==> config.mk <==
export PLATFORM = sky130hd
export DESIGN_NAME = mem_arbiter
export DESIGN_NICKNAME = d
export VERILOG_FILES = /design/src/rtl/mem_arbiter_pkg.sv /design/src/rtl/mem_arbiter.sv
export SDC_FILE = /design/constraint.sdc
export NUM_CORES = 1
export LEC_CHECK = 0
export CAP_MARGIN = 20
export CELL_PAD_IN_SITES_DETAIL_PLACEMENT = 1
export CELL_PAD_IN_SITES_GLOBAL_PLACEMENT = 1
export CORE_UTILIZATION = 36
export DETAILED_ROUTE_END_ITERATION = 8
export PLACE_DENSITY = 0.85
export RECOVER_POWER = 25
export SYNTH_ARGS = -nofsm -noshare
export SYNTH_HDL_FRONTEND = slang
export SYNTH_SLANG_ARGS = --single-unit
==> constraint.sdc <==
create_clock -name clk -period 5.3 [get_ports clk]
set_clock_uncertainty 0.1 [all_clocks]
set_input_delay 1.06 -clock clk [delete_from_list [all_inputs] [get_ports clk]]
set_output_delay 1.06 -clock clk [all_outputs]
set_load 0.1 [all_outputs]
==> src/rtl/mem_arbiter_pkg.sv <==
// Shared encodings for the unified-RAM arbiter.
package mem_arbiter_pkg;

   // Arbiter sequencing states.
   typedef enum logic [1:0] {
      ARB_IDLE = 2'd0,
      ARB_WAIT = 2'd1,
      ARB_RESP = 2'd2
   } arb_state_e;

   // Which requester holds (or last held) the RAM port.
   typedef enum logic {
      OWNER_IF = 1'b0,
      OWNER_ME = 1'b1
   } owner_e;

   // Byte-lane masks; reads always present an empty mask to the RAM.
   localparam logic [3:0] MASK_NONE = 4'b0000;
   localparam logic [3:0] MASK_WORD = 4'b1111;

endpackage

==> src/rtl/mem_arbiter.sv <==
// Round-robin arbiter sharing one RAM port between instruction fetch (IF) and the
// memory stage (ME). Each access is sequenced IDLE -> WAIT -> RESP with a watchdog
// that aborts a WAIT that never sees an acknowledge.
module mem_arbiter
   import mem_arbiter_pkg::*;
#(
   parameter int unsigned ADDR_WIDTH = 32,
   parameter int unsigned DATA_WIDTH = 32,
   parameter int unsigned TIMEOUT    = 16
) (
   input  logic                  clk,
   input  logic                  rst,
   // Instruction-fetch requester
   input  logic                  if_r_enable_i,
   input  logic [ADDR_WIDTH-1:0] if_addr_i,
   output logic [DATA_WIDTH-1:0] if_r_data_o,
   output logic                  if_busy_o,
   output logic                  if_done_o,
   // Memory-stage requester
   input  logic                  me_r_enable_i,
   input  logic                  me_w_enable_i,
   input  logic [3:0]            me_w_mask_i,
   input  logic [DATA_WIDTH-1:0] me_w_data_i,
   input  logic [ADDR_WIDTH-1:0] me_addr_i,
   output logic [DATA_WIDTH-1:0] me_r_data_o,
   output logic                  me_busy_o,
   output logic                  me_done_o,
   // RAM / UART-facing port
   output logic                  mem_enable_o,
   output logic                  mem_we_o,
   output logic [3:0]            mem_mask_o,
   output logic [ADDR_WIDTH-1:0] mem_addr_o,
   output logic [DATA_WIDTH-1:0] mem_w_data_o,
   input  logic [DATA_WIDTH-1:0] mem_r_data_i,
   input  logic                  mem_ack_i,
   output logic                  err_o
);

   // Clears the two byte-offset bits of a fetch address.
   localparam logic [ADDR_WIDTH-1:0] WordAlign = {{(ADDR_WIDTH-2){1'b1}}, 2'b00};

   arb_state_e            state_q;
   owner_e                owner_q;
   owner_e                last_owner_q;
   logic                  we_q;
   logic [3:0]            mask_q;
   logic [ADDR_WIDTH-1:0] addr_q;
   logic [DATA_WIDTH-1:0] wdata_q;
   logic [31:0]           cnt_q;
   logic                  mem_en_q;
   logic                  err_q;
   logic [DATA_WIDTH-1:0] if_rdata_q;
   logic [DATA_WIDTH-1:0] me_rdata_q;

   logic        if_req;
   logic        me_req;
   logic        grant_me;
   logic [31:0] cnt_inc;
   logic        timeout_hit;
   logic        in_wait;

   // Request decode, round-robin tie-break and watchdog compare.
   always_comb begin
      if_req      = if_r_enable_i;
      me_req      = me_r_enable_i | me_w_enable_i;
      // On a tie the requester that did not own the last access wins.
      grant_me    = me_req & (~if_req | (last_owner_q == OWNER_IF));
      cnt_inc     = cnt_q + 32'd1;
      timeout_hit = (TIMEOUT != 0) && (cnt_inc == TIMEOUT);
      in_wait     = (state_q == ARB_WAIT);
   end

   // Access sequencer: grant/latch in IDLE, wait for ack or watchdog, one RESP cycle.
   always_ff @(posedge clk) begin
      if (rst) begin
         state_q      <= ARB_IDLE;
         owner_q      <= OWNER_IF;
         last_owner_q <= OWNER_IF;
         we_q         <= 1'b0;
         mask_q       <= MASK_NONE;
         addr_q       <= '0;
         wdata_q      <= '0;
         cnt_q        <= '0;
         mem_en_q     <= 1'b0;
         err_q        <= 1'b0;
         if_rdata_q   <= '0;
         me_rdata_q   <= '0;
      end else begin
         mem_en_q <= 1'b0;
         err_q    <= 1'b0;
         unique case (state_q)
            ARB_IDLE: begin
               if (if_req || me_req) begin
                  state_q  <= ARB_WAIT;
                  mem_en_q <= 1'b1;
                  cnt_q    <= '0;
                  if (grant_me) begin
                     owner_q <= OWNER_ME;
                     // A simultaneous read+write request is treated as a write.
                     we_q    <= me_w_enable_i;
                     mask_q  <= me_w_enable_i ? me_w_mask_i : MASK_NONE;
                     addr_q  <= me_addr_i;
                     wdata_q <= me_w_data_i;
                  end else begin
                     owner_q <= OWNER_IF;
                     we_q    <= 1'b0;
                     mask_q  <= MASK_NONE;
                     addr_q  <= if_addr_i & WordAlign;
                     wdata_q <= '0;
                  end
               end
            end
            ARB_WAIT: begin
               if (mem_ack_i) begin
                  state_q      <= ARB_RESP;
                  last_owner_q <= owner_q;
                  if (!we_q) begin
                     if (owner_q == OWNER_IF) if_rdata_q <= mem_r_data_i;
                     else                     me_rdata_q <= mem_r_data_i;
                  end
               end else if (timeout_hit) begin
                  // Abort: complete the handshake with a zero word and flag the error.
                  state_q      <= ARB_RESP;
                  last_owner_q <= owner_q;
                  err_q        <= 1'b1;
                  if (owner_q == OWNER_IF) if_rdata_q <= '0;
                  else                     me_rdata_q <= '0;
               end else begin
                  cnt_q <= cnt_inc;
               end
            end
            ARB_RESP: state_q <= ARB_IDLE;
            default:  state_q <= ARB_IDLE;
         endcase
      end
   end

   // Port drive; write enable and mask are only asserted while the access is outstanding.
   always_comb begin
      mem_enable_o = mem_en_q;
      mem_we_o     = in_wait & we_q;
      mem_mask_o   = in_wait ? mask_q : MASK_NONE;
      mem_addr_o   = addr_q;
      mem_w_data_o = wdata_q;
      if_busy_o    = in_wait;
      me_busy_o    = in_wait;
      if_done_o    = (state_q == ARB_RESP) && (owner_q == OWNER_IF);
      me_done_o    = (state_q == ARB_RESP) && (owner_q == OWNER_ME);
      if_r_data_o  = if_rdata_q;
      me_r_data_o  = me_rdata_q;
      err_o        = err_q;
   end

endmodule

Word-level counts from Yosys, hierarchy flattened:

Index checks and enable logic that the tools add are counted.
W data, S select, Z words.

* $add $sub $neg: 1
* multiply operators: 0
* div/mod/pow operators: 0
* magnitude comparators: 0
* equal/unequal tests: 8
* shifts and indexed selects: 0
* multiplexer cells: 29
* bitwise logic cells: 9
* reduce and logical (&&, ||, !) cells: 14

Operator list (number)
* $mux W32: 15
* $pmux W32 S2: 1
* $add A32 B1 Y32 const B: 1
* $eq A32 B5 Y1 const B: 1
* $mux W4: 3
* $reduce_and A4 Y1: 3
* $ne A2 B2 Y1 const B: 4
* $mux W1: 6
* $mux W2: 3
* $reduce_and A2 Y1: 3
* $not A1 Y1: 5
* $pmux W2 S2: 1
* $reduce_bool A2 Y1: 2
* $ne A3 B3 Y1 const B: 1
* $reduce_or A3 Y1: 1
* $and A1 B1 Y1: 2
* $eq A2 B1 Y1 const B: 1
* $eq A2 B2 Y1 const B: 1
* $logic_and A1 B1 Y1: 2
* $logic_not A2 Y1: 1
* $or A1 B1 Y1: 2
* $reduce_or A2 Y1: 1
* $logic_or A1 B1 Y1: 1

* register bits: 171
* latch bits: 0
* RAM bits: 0
* ROM bits: 0
* bits of input ports: 138
* output and inout bits: 139
* logic and storage cells: 73
* memories kept: 0

Depth between registers and ports, before layout:

Gate-level depths: netlist of the first run.

* depth after elaboration: 5
* mapped depth: 12
* depth with buffers taken out: 9

Worst setup path after synthesis of the first run:

Ideal clock, no wire load.

* kind: reg-to-output
* start point: register owner_q
* end point: output if_done_o
* arrival time: 2.900 ns
* required time: 4.140 ns
* path slack: 1.240 ns
* stages on the path, launching flop included: 4
* buffers on the path: 2
* cell sequence: dfxtp_1 clkbuf_1 clkbuf_1 nor3b_1

* longest elaborated chain between the ends: 2

RTL lines
* from (decl): RTL line mem_arbiter.sv:43 `owner_e owner_q;`
* from (signal assigned): RTL line mem_arbiter.sv:77 `owner_q <= OWNER_IF;`
* from (signal assigned): RTL line mem_arbiter.sv:98 `owner_q <= OWNER_ME;`
* from (signal assigned): RTL line mem_arbiter.sv:105 `owner_q <= OWNER_IF;`
* $not A1 Y1 (no line)
* $logic_and A1 B1 Y1: RTL line mem_arbiter.sv:147 `if_done_o = (state_q == ARB_RESP) && (owner_q == OWNER_IF);`
* to (decl): RTL line mem_arbiter.sv:18 `output logic if_done_o,`

No other way between the ends.

Worst setup path after layout of the first run:

* start point: register cnt_q[0]
* end point: register cnt_q[6]

* longest elaborated chain between the ends: 4
* elaborated cells on any way between the ends: 7
* those cells by class: add/sub: 1; eq/ne: 2; mux: 3; reduce/logical: 1

RTL lines
* from (decl): RTL line mem_arbiter.sv:49 `logic [31:0] cnt_q;`
* from (signal assigned): RTL line mem_arbiter.sv:129 `cnt_q <= cnt_inc;`
* $add A32 B1 Y32 (*): RTL line mem_arbiter.sv:68 `cnt_inc = cnt_q + 32'd1;`
* $eq A32 B5 Y1 or $mux W32 (tied branches): RTL line mem_arbiter.sv:69, mem_arbiter.sv:121
* $ne A2 B2 Y1 (no line) or $mux W32 (tied branches)
* $reduce_and A4 Y1 (no line) or $pmux W32 S2 (tied branches)

Every way passes the cells marked *; elsewhere a longest branch is shown, timed or not. The select of a mux whose other input is x is not followed.
A chain may end at the register's enable or synchronous reset.

==> run_results.csv, run 1 <==
group,metric,value,unit
die,start_util,0.371,
place,gp_congestion,0.855,
synth,yosysTopAreaCell,"dfxtp_1",
layout,fillers,2668,
cts,postCtsSetupBuffers,0,
timing,max_freq,0.232,GHz
critical_path,critPathLaunchType,"flop",
synth,syn_nets,1162,
run_status,status,"complete, but fails checks",
power,peakVddDrop,0.000168,V
drt,routed_wl,31900,um
critical_path,cp_slowest_stage_delay,760,ps
synth,netlist_area,0.00849,mm^2
layout,multiInputGateArea,0.00458,mm^2
place,io_buffers,274,
timing,rsz0062_at_grt,"false",
critical_path,cp.required,5560,ps
cts,post_cts.resized_instances,0,
timing,whs,350,ps
timing,slew_violations,66,
die,die_h,156,um
synth,synth_seq_cells,171,
synth,synth_cell_types,63,
cts,clk_pin_slew,70,ps
synth,synth_cells,1022,
layout,final_nets,1367,
power,p_per_area,342,mW/mm^2
cts,worstSkewPairLatency,430,ps
layout,ff_latch_area,0.00342,mm^2
die,core,0.0229,mm^2
synth,seq_area_frac_synth,0.403,
timing,fin_crit_sh,0.814,
place,place_ws,1130,ps
layout,area_growth,40.8,%
cts,cts_tree,"done",
critical_path,endpoint_kind,"flop",
drt,viasPerCell,5.67,
synth,synth-edff-count,0,
critical_path,path_cells,"ha_1 > nand4_1 > or4_1 > o31a_1 > nor4_1 > nand4_1 > or3_1 > buf_4 > a311o_4 > a31oi_1",
timing,setup_viol,0,
timing,finalHoldViolations,0,
timing,max_slew_margin,-0.138,
worst_hold_path,hold_class,"flop to flop",
cts,hold_buffers,0,
timing,setup_ws,983,ps
timing,worst_slew_pin_slew,1710,ps
critical_path,cp.arrival,4570,ps
grt,first_global_vias,9068,
run_status,violations,"max-capacitance violations, max-slew violations",
cts,cts-buffers-inserted,17,
critical_path,crit_fanout,22,
place,dpl.hpwl,21500,um
synth,synth.most_common_cell,"dfxtp_1",
drt,routedWlPerCell,20.5,um
critical_path,crit_slowest_cell,"or4_1",
synth,synthArstFlopShare,0,
grt,grt_max_degree,94,
die,rows,55,
grt,grtUsageTotal,0.263,
timing,tns,0,ps
run,cap_violations,1,
synth,postSynthAreaPerCell,8.31,um^2
die,die_w,156,um
power,p_leak,4.15,nW
place,place_inst,1521,
synth,yosysWarningCount,0,
synth,synth_commonest_cells,"dfxtp_1, nand3_1, a21oi_1",
drt,vias,8813,
layout,drive_gt1_frac,0.0726,
critical_path,crit_top_cell,"nand4_1",
grt,grt_pass1_wl,49900,um
timing,fin_crit,4320,ps
cts,h-tree-depth,4,
layout,diodes,0,
drt,ant_nets,0,
drt,drtIter0Drc,490,
grt,grt-ovfl-total,0,
cts,cts_sinks,171,
die,die-area,0.0242,mm^2
grt,grt_antenna_before_repair,0,
cts,root_buffer,"clkbuf_16",
critical_path,crit_type,"flop to flop",
layout,finalNonFillerCells,1553,
die,ios,277,
drt,drc,0,
drt,drtPass1Iterations,5,
synth,synth_top_area_share,0.403,
synth,ys.flop_type,"dfxtp_1",
cts,clockBufferDepth,2,
synth,synth_top_cells_by_area,"dfxtp_1, nand3_1, a21oi_1",
## kinds of logic after synthesis
family          Yosys count  synth area share
mux                      36            0.0439
xor+xnor                 13            0.0134
fa+ha+maj                 2           0.00295
buf+inv                 116            0.0607
simple gates            385             0.234
compound gates          299             0.242
flops                   171             0.403
## cell usage in the layout, fill, tap and decap left out, types with 7 or more instances in the layout
cell               n
xor2_1            10
dfxtp_1          170
nor3_1            24
and2_1             7
dlygate4sd3_1     17
buf_4             20
a22oi_1            7
nand3_1          120
a21oi_2            7
nor3b_1           33
mux2i_1           35
a211oi_1          33
a21oi_1           80
a31oi_4           10
a31oi_1           22
nand4_1           13
nor2_1            59
nor4_1            11
a32oi_1           30
clkdlybuf4s50_1  256
nand2_1           73
o21a_1             8
clkbuf_16         17
o21ai_0           73
or3_1             12
## worst max-delay path, delay by kind of cell (launching register included)
family	cells	cell delay, ps
compound gates	3	1260
fa+ha+maj	1	340
flops	1	510
simple gates	5	1770
buf+inv	1	220
## layout make-up
type | count | area share
clock buffer | 18 | 0.0367
sequential | 171 | 0.287
inverter | 8 | 0.00251
tap | 313 | 0.0328
timing repair buffer | 294 | 0.242
multi-input combinational | 735 | 0.383
clock inverter | 14 | 0.0166
## per-stage QoR
stage,instance area [um^2],power (mW),util
global route,12000,4.22,0.522
floorplan,8490,2.37,-
detailed placement,11300,2.76,0.494
finish,12000,4.09,0.522
CTS,12000,4.12,0.522
global placement,11300,2.74,0.494
## metal layers
layer,part of all wire,track usage,vias up
met5,0,0,-
met4,0.030,0.104,0
met3,0.068,0.0778,60
met2,0.50,0.442,253
met1,0.40,0.313,4309
li1,-,-,4191
## flip-flops by register name (all words and copies together), names as in the netlist
| signal | cells |
|---|---|
| cnt_q | 32 |
| if_r_data_o | 32 |
| me_r_data_o | 32 |
| mem_addr_o | 32 |
| mem_w_data_o | 32 |
| mask_q | 4 |
| state_q | 2 |
| err_o | 1 |
| last_owner_q | 1 |
| mem_enable_o | 1 |
| owner_q | 1 |
| we_q | 1 |
## path summary, 6_finish.rpt
path                endpoint  cells after the start  slack [ps]             from
max                 cnt_q[6]                     10         980         cnt_q[0]
min          mem_w_data_o[5]                      2         350  mem_w_data_o[5]
max reg2reg         cnt_q[6]                     10         980         cnt_q[0]
min reg2reg  mem_w_data_o[5]                      2         350  mem_w_data_o[5]
## report_power, final
part / leakage (nW) / internal, mW / switching, mW
sequential: 1.40 / 1.38 / 0.0627
clock: 0.309 / 0.739 / 0.614
combinational: 2.44 / 0.329 / 0.966
Power figures use the tool's default switching activity.
==> inputs of run 2 (changes only) <==
--- a/config.mk
+++ b/config.mk
@@ -8,9 +8,9 @@
 export CAP_MARGIN = 20
 export CELL_PAD_IN_SITES_DETAIL_PLACEMENT = 1
 export CELL_PAD_IN_SITES_GLOBAL_PLACEMENT = 1
-export CORE_UTILIZATION = 36
+export CORE_UTILIZATION = 30
 export DETAILED_ROUTE_END_ITERATION = 8
-export PLACE_DENSITY = 0.85
+export PLACE_DENSITY = 0.75
 export RECOVER_POWER = 25
 export SYNTH_ARGS = -nofsm -noshare
 export SYNTH_HDL_FRONTEND = slang
==> constraint.sdc (replaced) <==
create_clock -name clk -period 3.8 [get_ports clk]
set_clock_uncertainty 0.1 [all_clocks]
set_input_delay 0.76 -clock clk [delete_from_list [all_inputs] [get_ports clk]]
set_output_delay 0.76 -clock clk [all_outputs]
set_load 0.1 [all_outputs]
==> run 2 against run 1 <==
  * The flow still finishes with violations (max-capacitance violations, max-slew violations)
  * Critical path depth grew 2
  * Design area increased by 1.9%
  * Power grew 39%
  * Combinational power up 39%
  * Clock power is 37% higher
  * Utilization is 8.3 points lower
  * Non-clock buffer count is 18 higher
  * Setup slack worse by 830 ps
  * Hold slack gained 1.0 ps
  * Global-route usage shrank 4.3 points
  * Final cell count up 5.4%
  * First-iteration DRC count up 8.6%
  * Critical endpoint is now me_r_data_o[18]
==> run_results.csv, run 2 (synthesized netlist as in run 1, its figures left out) <==
group,metric,value,unit
grt,first_global_vias,8867,
grt,grt_pass1_wl,50000,um
cts,cts_tree,"done",
power,pwr-share-comb,0.319,
run_status,violations,"max-capacitance violations, max-slew violations",
critical_path,r2r_slack,160,ps
drt,viasPerCell,5.43,
critical_path,regToRegStartpoint,"cnt_q[1]",
critical_path,crit_type,"flop to flop",
run,cap_violations,1,
cts,clk_pin_slew,70,ps
cts,root_buffer,"clkbuf_16",
layout,final_cell_mix,"clkdlybuf4s50_1, dfxtp_1, nand3_1",
cts,worstSkewPairLatency,440,ps
timing,fin_crit_sh,0.959,
cts,post_cts.resized_instances,0,
layout,finalNonFillerCells,1637,
worst_hold_path,holdPathStages,2,
power,p_sw,2.32,mW
power,p_seq_frac,0.355,
grt,grt_max_degree,98,
timing,rsz0062_at_grt,"false",
worst_hold_path,hold_class,"flop to flop",
run_status,status,"complete, but fails checks",
drt,drc,0,
place,postPlaceCellArea,0.0115,mm^2
place,io_buffers,274,
grt,grtUsageTotal,0.219,
timing,max_freq,0.274,GHz
power,p_per_area,465,mW/mm^2
die,die-area,0.0290,mm^2
die,ios,277,
critical_path,endpoint_kind,"flop",
grt,grt-ovfl-total,0,
critical_path,cp.required,4020,ps
power,power,5.67,mW
layout,finish.utilization,0.439,
power,internal_power,3.35,mW
critical_path,path_cells,"ha_2 > nand4_1 > or4_1 > buf_4 > o21a_1 > nor4_1 > nand4_1 > or3_1 > buf_4 > nor2_4 > buf_12 > o21ai_0",
cts,cts-buffers-inserted,17,
critical_path,worstSetupStartpoint,"cnt_q[1]",
grt,grt_antenna_before_repair,0,
cts,hold_buffers,0,
timing,slew_violations,42,
drt,vias,8896,
critical_path,crit_slowest_cell,"or4_1",
die,rows,61,
critical_path,cp.arrival,3860,ps
power,pwr-share-clk,0.327,
cts,cts_sinks,171,
power,switching_share,0.409,
critical_path,ff2ff_path_depth,12,
cts,h-tree-depth,4,
drt,drtPass1Iterations,4,
critical_path,cp_slowest_stage_delay,490,ps
drt,ant_nets,0,
layout,area_growth,43.5,%
drt,routed_wl,32800,um
cts,clockBufferDepth,2,
critical_path,r2r-end,"me_r_data_o[18]",
layout,final_nets,1386,
layout,finalInstanceArea,0.0122,mm^2
layout,drive_gt1_frac,0.0977,
critical_path,critPathLaunchType,"flop",
drt,routedWlPerCell,20.0,um
timing,tns,0,ps
power,peakVddDrop,0.000301,V
place,gp_congestion,0.818,
power,p_leak,4.22,nW
place,place_inst,1603,
place,dpl.hpwl,21900,um
layout,diodes,0,
die,core,0.0278,mm^2
timing,max_slew_margin,-0.0650,
layout,layout_commonest_cell,"clkdlybuf4s50_1",
drt,drtIter0Drc,532,
die,die_w,170,um
cts,postCtsSetupBuffers,0,
die,die_h,170,um
timing,fin_crit,3640,ps
critical_path,crit_fanout,31,
timing,worst_slew_pin_slew,1600,ps
die,start_util,0.306,
timing,finalHoldViolations,0,
timing,setup_viol,0,
critical_path,worstSetupEndpoint,"me_r_data_o[18]",
==> run 2: changes by cell type in the layout (fill, tap and decap cells not counted), sizes merged <==
cell,delta
clkinvlp,-1
a311o,+1
clkdlybuf4s50,+4
buf,+23
clkinv,+1
dlymetal6s4s,+1
clkbuf,+6
dlygate4sd3,-16
inv,+1
bufinv,-1
==> run 2: power by group through the flow <==
stage	Combinational (mW)	Sequential, mW	Clock [mW]
floorplan	0.390	2.92	0
global placement	1.80	2.04	0
detailed placement	1.81	2.05	0
CTS	1.82	2.01	1.90
global route	1.88	2.02	1.96
finish	1.81	2.01	1.85
==> run 2: stage by stage <==
stage	worst slack (ps)	hold WS (ps)
after floorplan	40.2	338
after global placement	154	338
after detailed placement	127	345
after CTS	60.9	353
after global routing	13.7	375
final	157	351
==> run 2: critical path, delay by kind of cell, from the launching register on <==
kind            cells  cell delay (ps)
flops               1              390
simple gates        6             1710
buf+inv             3              720
compound gates      2              330
fa+ha+maj           1              260
==> run 2: how the worst min path moves through the flow <==
stage               slack (ps)              from                to
CTS                        350   mem_w_data_o[3]   mem_w_data_o[3]
finish                     350   mem_w_data_o[3]   mem_w_data_o[3]
floorplan                  340      last_owner_q      last_owner_q
global route               370   mem_w_data_o[3]   mem_w_data_o[3]
detailed placement         340   mem_w_data_o[3]   mem_w_data_o[3]
global placement           340  mem_w_data_o[23]  mem_w_data_o[23]
==> run 2: routing by layer <==
metal	track usage	vias up	routed length [um]
li1	-	4240	-
met1	0.277	4434	14300
met2	0.368	187	16200
met3	0.0560	35	1740
met4	0.0576	0	483
met5	0	-	0
==> run 2: cell type report <==
type | instances | area [um^2]
clock buffers | 18 | 439
clock inverters | 14 | 169
fillers | 3331 | 15600
inverters | 8 | 30.0
multi-input cells | 736 | 4610
flip-flops and latches | 171 | 3430
well taps | 378 | 473
repair buffers | 312 | 3030
==> inputs of run 3 (changes only) <==
--- a/config.mk
+++ b/config.mk
@@ -10,6 +10,7 @@
 export CELL_PAD_IN_SITES_GLOBAL_PLACEMENT = 1
 export CORE_UTILIZATION = 30
 export DETAILED_ROUTE_END_ITERATION = 8
+export MAX_ROUTING_LAYER = met4
 export PLACE_DENSITY = 0.75
 export RECOVER_POWER = 25
 export SYNTH_ARGS = -nofsm -noshare
==> run 3 against run 2 <==
  * The flow still finishes with violations (max-capacitance violations, max-slew violations)
  * Combinational power hardly changed
  * Hold slack is essentially flat
  * Clock-buffer cell count stayed put
  * Utilization about the same
  * Setup slack improved by 39 ps
  * Largest cell class unchanged
  * Largest power group unchanged
==> run_results.csv, run 3 (synthesized netlist as in run 1, its figures left out) <==
group,metric,value,unit
run_status,status,"complete, but fails checks",
cts,clk_pin_slew,70,ps
run_status,violations,"max-capacitance violations, max-slew violations",
timing,setup_viol,0,
drt,drtIter0Drc,531,
layout,area_growth,43.4,%
power,power,5.66,mW
critical_path,critPathLaunchType,"flop",
layout,final_nets,1386,
cts,root_buffer,"clkbuf_16",
place,io_buffers,274,
power,internal_power,3.34,mW
drt,drtPass1Iterations,5,
drt,viasPerCell,5.41,
die,start_util,0.306,
timing,worst_slew_pin_slew,1620,ps
layout,fillers,3332,
critical_path,r2r_slack,200,ps
drt,routed_wl,32700,um
layout,final_cell_mix,"clkdlybuf4s50_1, dfxtp_1, nand3_1",
critical_path,endpoint_kind,"flop",
layout,drive_gt1_frac,0.0977,
layout,diodes,0,
critical_path,cp_slowest_stage_delay,610,ps
grt,grt_max_degree,98,
critical_path,crit_fanout,31,
grt,first_global_vias,8887,
power,p_sw,2.31,mW
timing,setup_ws,196,ps
timing,max_slew_margin,-0.0780,
timing,fin_crit_sh,0.948,
power,peakVddDrop,0.000297,V
layout,ff_latch_area,0.00343,mm^2
power,p_per_area,465,mW/mm^2
critical_path,cp.arrival,3810,ps
die,core,0.0278,mm^2
die,rows,61,
cts,cts_tree,"done",
die,ios,277,
grt,grt_pass1_wl,49900,um
critical_path,ff2ff_path_depth,11,
grt,grtUsageTotal,0.226,
drt,routedWlPerCell,20.0,um
critical_path,worstSetupEndpoint,"me_r_data_o[18]",
power,switching_share,0.409,
timing,finalHoldViolations,0,
cts,postCtsSetupBuffers,0,
place,dpl.hpwl,21900,um
drt,drc,0,
critical_path,regToRegStartpoint,"cnt_q[12]",
die,die_w,170,um
power,pwr-share-clk,0.326,
run,cap_violations,1,
timing,tns,0,ps
drt,ant_nets,0,
cts,cts_sinks,171,
cts,cts-buffers-inserted,17,
cts,h-tree-depth,4,
timing,rsz0062_at_grt,"false",
cts,worstSkewPairLatency,440,ps
timing,max_freq,0.277,GHz
power,pwr-share-comb,0.319,
worst_hold_path,hold_class,"flop to flop",
timing,slew_violations,42,
power,p_leak,4.21,nW
place,gp_congestion,0.830,
drt,vias,8864,
layout,finalNonFillerCells,1637,
grt,grt-ovfl-total,0,
layout,multiInputGateArea,0.00461,mm^2
critical_path,crit_type,"flop to flop",
power,p_seq_frac,0.355,
grt,grt_antenna_before_repair,0,
critical_path,crit_slowest_cell,"or4_1",
critical_path,path_cells,"nand4_1 > or4_1 > buf_4 > o21a_1 > nor4_1 > nand4_1 > or3_1 > buf_4 > nor2_4 > buf_12 > o21ai_0",
place,place_ws,127,ps
die,die_h,170,um
cts,clockBufferDepth,2,
timing,fin_crit,3600,ps
critical_path,cp.required,4000,ps
critical_path,worstSetupStartpoint,"cnt_q[12]",
layout,layout_commonest_cell,"clkdlybuf4s50_1",
place,place_inst,1603,
die,die-area,0.0290,mm^2
critical_path,r2r-end,"me_r_data_o[18]",
-- run 3: cell type report --
| type | count | area share |
|---|---|---|
| clock buffers | 18 | 0.0361 |
| clock inverters | 14 | 0.0139 |
| inverters | 8 | 0.00247 |
| multi-input cells | 736 | 0.378 |
| flip-flops and latches | 171 | 0.282 |
| well taps | 378 | 0.0389 |
| repair buffers | 312 | 0.248 |
-- run 3: power by group through the flow --
stage / Sequential, mW / Clock (mW) / Combinational, mW
2_1_floorplan: 2.92 / 0 / 0.390
3_3_place_gp: 2.04 / 0 / 1.80
3_5_place_dp: 2.05 / 0 / 1.81
4_1_cts: 2.01 / 1.90 / 1.82
5_1_grt: 2.02 / 1.96 / 1.88
6_report: 2.01 / 1.85 / 1.80
-- run 3: per-layer routing --
metal / GRT usage / share of wire / wire [um] / vias to the layer above
li1: - / - / - / 4229
met1: 0.278 / 0.43 / 14200 / 4428
met2: 0.369 / 0.50 / 16300 / 178
met3: 0.0579 / 0.054 / 1750 / 29
met4: 0.0509 / 0.013 / 424 / 0
met5: - / 0 / 0 / -
-- run 3: worst min path at each step --
stage	depth (start not counted)	to	startpoint	slack, ps
floorplan	2	last_owner_q	last_owner_q	340
global placement	2	mem_w_data_o[23]	mem_w_data_o[23]	340
detailed placement	2	mem_w_data_o[3]	mem_w_data_o[3]	340
CTS	2	mem_w_data_o[3]	mem_w_data_o[3]	350
global route	2	mem_w_data_o[3]	mem_w_data_o[3]	370
finish	2	mem_w_data_o[3]	mem_w_data_o[3]	350
-- run 3: what timing repair did --
action                                  CTS  global route
hold buffers                              0             0
gates resized for setup                   0            11
endpoints found under the setup margin    0            90
-- run 3: critical path: cells and delay by family, from the launching register on --
kind | cells | cell delay (ps)
AOI/OAI and AO/OA | 2 | 330
DFF | 1 | 420
and+or+nand+nor | 6 | 1910
buffers and inverters | 3 | 700
-- run 3: per-stage QoR --
step                area (um^2)  hold slack, ps  utilization
floorplan                  8490             338            -
global placement          11500             338        0.416
detailed placement        11500             345        0.416
CTS                       12200             353        0.437
global route              12200             375        0.438
finish                    12200             351        0.438
